<file path="config.mk">
export PLATFORM = sky130hd
export DESIGN_NAME = wb_select_pipe
export DESIGN_NICKNAME = d
export VERILOG_FILES = /design/src/rtl/cpu_pkg.sv /design/src/rtl/prio_sel_idx.sv /design/src/rtl/wb_select_pipe.sv
export SDC_FILE = /design/constraint.sdc
export NUM_CORES = 1
export LEC_CHECK = 0
export CAP_MARGIN = 30
export CORE_MARGIN = 2
export CORE_UTILIZATION = 37
export DETAILED_ROUTE_END_ITERATION = 12
export PLACE_DENSITY_LB_ADDON = 0.08
export SLEW_MARGIN = 20
export SYNTH_ARGS = -nofsm -noshare
export SYNTH_HDL_FRONTEND = slang
export SYNTH_SLANG_ARGS = --single-unit
</file>
<file path="constraint.sdc">
create_clock -name clk -period 2.2 [get_ports clk]
set_clock_uncertainty 0.05 [all_clocks]
set_input_delay 0.66 -clock clk [delete_from_list [all_inputs] [get_ports clk]]
set_output_delay 0.66 -clock clk [all_outputs]
set_load 0.03 [all_outputs]
</file>
<file path="src/rtl/cpu_pkg.sv">
// Shared CPU pipeline definitions: writeback state encoding and default widths.
package cpu_pkg;

  localparam int unsigned WB_WIDTH   = 32;
  localparam int unsigned WB_NSRC    = 4;
  localparam int unsigned WB_MEM_IDX = 2;
  localparam int unsigned RADDR_W    = 5;

  typedef enum logic [1:0] {
    WB_EMPTY = 2'd0,
    WB_WAIT  = 2'd1,
    WB_FULL  = 2'd2
  } wb_state_e;

endpackage

</file>
<file path="src/rtl/prio_sel_idx.sv">
// Lowest-set-bit encoder; returns NSRC-1 when no select bit is set.
module prio_sel_idx #(
  parameter int unsigned NSRC  = 4,
  parameter int unsigned IDX_W = (NSRC > 1) ? $clog2(NSRC) : 1
) (
  input  logic [NSRC-1:0]  sel_i,
  output logic [IDX_W-1:0] idx_o
);

  // Scan from the top so the lowest set index is written last.
  always_comb begin
    idx_o = IDX_W'(NSRC - 1);
    for (int i = int'(NSRC) - 1; i >= 0; i--) begin
      if (sel_i[i]) idx_o = IDX_W'(i);
    end
  end

endmodule

</file>
<file path="src/rtl/wb_select_pipe.sv">
// Writeback source selector with a deferred load path and a backpressured
// output register feeding the integer register-file write port.
module wb_select_pipe #(
  parameter int unsigned WIDTH   = cpu_pkg::WB_WIDTH,
  parameter int unsigned NSRC    = cpu_pkg::WB_NSRC,
  parameter int unsigned MEM_IDX = cpu_pkg::WB_MEM_IDX,
  parameter int unsigned RADDR_W = cpu_pkg::RADDR_W,
  parameter int unsigned TIMEOUT = 15
) (
  input  logic                    clk,
  input  logic                    rst_n,
  input  logic                    in_valid,
  output logic                    in_ready,
  input  logic [NSRC*WIDTH-1:0]   src_data,
  input  logic [NSRC-1:0]         src_sel,
  input  logic [RADDR_W-1:0]      in_addr,
  input  logic                    in_we,
  input  logic [WIDTH-1:0]        mem_data,
  input  logic                    mem_valid,
  output logic                    wb_valid,
  input  logic                    wb_ready,
  output logic [WIDTH-1:0]        wb_data,
  output logic [RADDR_W-1:0]      wb_addr,
  output logic                    wb_we,
  output logic                    err_timeout,
  output logic                    mem_unexp
);
  import cpu_pkg::*;

  localparam int unsigned SEL_W = (NSRC > 1) ? $clog2(NSRC) : 1;
  localparam int unsigned CNT_W = $clog2(TIMEOUT + 1);

  wb_state_e          state_q, state_d;
  logic [WIDTH-1:0]   data_q, data_d;
  logic [RADDR_W-1:0] addr_q, addr_d;
  logic               we_q, we_d;
  logic               err_q, err_d;
  logic               unexp_q, unexp_d;
  logic [CNT_W-1:0]   cnt_q, cnt_d;

  logic [SEL_W-1:0]   sel_idx;
  logic [WIDTH-1:0]   src_arr [NSRC];
  logic               sel_mem, direct, accept;
  logic [WIDTH-1:0]   sel_data;

  prio_sel_idx #(.NSRC(NSRC), .IDX_W(SEL_W)) u_prio (
    .sel_i (src_sel),
    .idx_o (sel_idx)
  );

  for (genvar g = 0; g < int'(NSRC); g++) begin : g_src
    assign src_arr[g] = src_data[g*WIDTH +: WIDTH];
  end

  assign sel_mem  = (sel_idx == SEL_W'(MEM_IDX));
  assign direct   = !sel_mem || mem_valid;
  assign sel_data = sel_mem ? mem_data : src_arr[sel_idx];
  assign in_ready = (state_q == WB_EMPTY) || ((state_q == WB_FULL) && wb_ready);
  assign accept   = in_valid && in_ready;

  // Next-state and output-register logic.
  always_comb begin
    state_d = state_q;
    data_d  = data_q;
    addr_d  = addr_q;
    we_d    = we_q;
    err_d   = err_q;
    cnt_d   = cnt_q;
    // Load data outside WAIT is dropped unless a same-cycle accept consumes it.
    unexp_d = mem_valid && (state_q != WB_WAIT) && !(accept && sel_mem);
    unique case (state_q)
      WB_EMPTY, WB_FULL: begin
        if (accept) begin
          addr_d = in_addr;
          we_d   = in_we;
          if (direct) begin
            state_d = WB_FULL;
            data_d  = sel_data;
          end else begin
            state_d = WB_WAIT;
            cnt_d   = '0;
          end
        end else if ((state_q == WB_FULL) && wb_ready) begin
          state_d = WB_EMPTY;
        end
      end
      WB_WAIT: begin
        cnt_d = cnt_q + CNT_W'(1);
        if (mem_valid) begin
          state_d = WB_FULL;
          data_d  = mem_data;
        end else if (cnt_q == CNT_W'(TIMEOUT - 1)) begin
          state_d = WB_FULL;
          data_d  = '0;
          we_d    = 1'b0;
          err_d   = 1'b1;
        end
      end
      default: state_d = WB_EMPTY;
    endcase
  end

  always_ff @(posedge clk or negedge rst_n) begin
    if (!rst_n) begin
      state_q <= WB_EMPTY;
      data_q  <= '0;
      addr_q  <= '0;
      we_q    <= 1'b0;
      err_q   <= 1'b0;
      unexp_q <= 1'b0;
      cnt_q   <= '0;
    end else begin
      state_q <= state_d;
      data_q  <= data_d;
      addr_q  <= addr_d;
      we_q    <= we_d;
      err_q   <= err_d;
      unexp_q <= unexp_d;
      cnt_q   <= cnt_d;
    end
  end

  assign wb_valid    = (state_q == WB_FULL);
  assign wb_data     = data_q;
  assign wb_addr     = addr_q;
  assign wb_we       = we_q;
  assign err_timeout = err_q;
  assign mem_unexp   = unexp_q;

endmodule

</file>
==> results.ini <==
[floorplan]
dieArea_mm2=0.00994
dieWidth_um=99.7
rows=34
ios=217
dieHeight_um=99.7
start_util_pct=38.5
core-area_mm2=0.00881

[critical_path]
end_kind=flip-flop
path_class=input port to flip-flop
start_kind=input port
cp_max_fo=9
required_ns=2.34
arrival_ns=2.25

[power]
power.density_mw_per_mm2=600
vdd_drop_max_mv=0.323
leakage_uw=0.00247

[sta]
max_freq_mhz=473
layout_min_cycle_time_ns=2.11
grt_setup_unrepaired=false
setup-tns-final_ns=0
drv_slew=0
finalCritPeriodShare_pct=96.0
relSlewSlack_pct=75.0
finalSetupViolations=0
hold_viol=0
worst_pin_slew_ns=0.373

[route]
viasPerCell=5.31
ant_nets=0
wl_per_cell_um=16.6
wirelength_um=10700
via_count=3396
drcViolationCount=0
firstDrtPassIters=4
drt_iter0_markers=112

[placement]
portBuffers=183
post-dp-hpwl_um=7970
placed_area_mm2=0.00546
placedCellCount=632
routabilityCongestion=0.749

[cts]
cts_max_level=2
cts_tree=yes
clkLatencyLatePin_ns=0.30
cts_sinks=46
cts-buffers-inserted=5
post_cts_buffers=0
clock-root-buffer=clkbuf_8
cts_buffer_depth=2
path_clk_slew_ns=0.10

[final_layout]
layout-drive-gt1-share_pct=15.2
layout.nets=708
n_antenna_cell=0
fin_cells=640
final_cell_area_mm2=0.00555
syn2layout_area_growth_pct=63.7

[flow_run]
cap_violations=0

[grt]
grt_usage_pct=21.4
overflow=0
grt_first_pass_wirelength_um=17200
first_global_vias=3480
grt_antenna_before_repair=0
grt_max_degree=64

[worst_hold_path]
min_path_type=input port to async pin

[yosys]
ys_ff_latch=46
syn_inst=350
ys_seq_area_share_pct=34.0
synth_fp_nets=527
synth-warning-count=0
synthesis.area_mm2=0.00339
synth_cell_types=31
syn_area_per_cell_um2=9.68

[outcome]
outcome=complete, no violations

-- sequential cells by signal, indices dropped and copies added, names as in the netlist --
name,cells
wb_we,1
wb_data,32
err_timeout,1
wb_addr,5
state_q,2
cnt_q,4
mem_unexp,1
-- Yosys cell counts, drive strengths merged --
library cell  instances  area, um^2
a22oi                17         128
dfrtp                46        1150
nor2b                18         113
a211o                16         140
o211a                 1        10.0
clkbuf               21        78.8
a21oi                 2        10.0
mux2                 37         526
o221ai               17         149
a21o                  1        7.51
ha                    2        25.0
nor2                 18        67.6
nor3b                 1        18.8
nand3                 3        15.0
nand2b                4        25.0
nand2                41         156
o21ai                 2        10.0
and3b                 1        8.76
mux2i                17         170
nor4b                15         131
o22ai                 2        12.5
xor2                  2        17.5
o31ai                 1        7.51
o311a                16         160
buf                  15         103
inv                  18        67.6
nor3                 16        80.1
-- cells in the final DEF (no fill, tap or decap), types with 2 or more instances in the layout --
master and n:
clkdlybuf4s50_1 177, dfrtp_1 46, nand2_1 40, mux2_4 29, buf_4 20, nor2_1 18
inv_1 17, nor2b_1 17, a22oi_1 17, mux2i_1 17, o221ai_1 17, a211o_1 16
nor3_1 16, o311a_1 15, nor4b_1 15, mux2_2 8, buf_12 8, clkbuf_8 5
nand2b_1 4, nand3_1 3, buf_2 3, a21oi_1 2, o21ai_0 2, xor2_1 2
o22ai_1 2, ha_1 2, clkinv_2 2, dlygate4sd2_1 2
-- power by group --
part           switching [uW]  internal (uW)
combinational             747            884
sequential                124           1040
clock                     306            224
-- worst max-delay path, cell delays in order --
cell,delay (ns)
clkdlybuf4s50_1,0.45
nor2_1,0.15
nand2_1,0.08
o311a_2,0.39
buf_4,0.21
mux2_4,0.30
-- final cells by class --
| cell class | instances | area [um^2] |
|---|---|---|
| clock inverter | 3 | 18.8 |
| multi-input combinational | 250 | 1990 |
| clock buffer | 5 | 68.8 |
| inverter | 18 | 67.6 |
| timing repair buffer | 210 | 2110 |
| fill | 789 | 3260 |
| tap | 108 | 135 |
| sequential | 46 | 1150 |
-- cell families (layout without fill, tap and decap cells) --
group / Yosys count / after routing / synth area share [%]
and+or+nand+nor: 117 / 117 / 18.2
muxes: 54 / 54 / 20.5
DFF: 46 / 46 / 34.0
buffers and inverters: 54 / 236 / 7.35
adders and majority gates: 2 / 2 / 0.738
xor gates and xnor gates: 2 / 2 / 0.517
AOI/OAI and AO/OA: 75 / 75 / 18.7
-- what timing repair did --
action,4_1_cts,5_1_grt
setup endpoints to repair,2,0
gates resized for setup,3,0
endpoints found under the hold margin,0,0
hold buffers,0,0
-- worst paths after layout --
| check | depth (start not counted) | slack [ns] | to | from |
|---|---|---|---|---|
| setup / recovery | 6 | 0.09 | wb_data[15] | src_sel[1] |
| hold / removal | 2 | 0.28 | wb_data[6] | rst_n |
| setup reg to reg | 6 | 0.41 | wb_data[1] | state_q[0] |
| hold reg to reg | 1 | 0.44 | err_timeout | err_timeout |
| max in group asynchronous | 2 | 1.59 | cnt_q[3] | rst_n |
| min in group clk | 1 | 0.44 | err_timeout | err_timeout |
-- per-layer routing --
layer  routed length, um  vias up  global-route usage (%)
met4                 117        0                    4.53
met2                5420      109                    38.4
met3                 579        8                    4.01
li1                    -     1653                       -
met1                4540     1626                    26.7
met5                   0        -                       0
-- through the flow --
stage / hold WS, ns / total power [uW] / utilization (%) / setup WS (ns)
final: 0.283 / 3330 / 63.0 / 0.0880
after global routing: 0.297 / 3510 / 63.0 / 0.0201
after CTS: 0.288 / 3360 / 63.0 / 0.0893
after detailed placement: 0.419 / 2820 / 62.0 / -0.236
after global placement: 0.418 / 2790 / 62.0 / -0.231
after floorplan: 0.314 / 2050 / - / 0.145
Power figures use the tool's default switching activity.
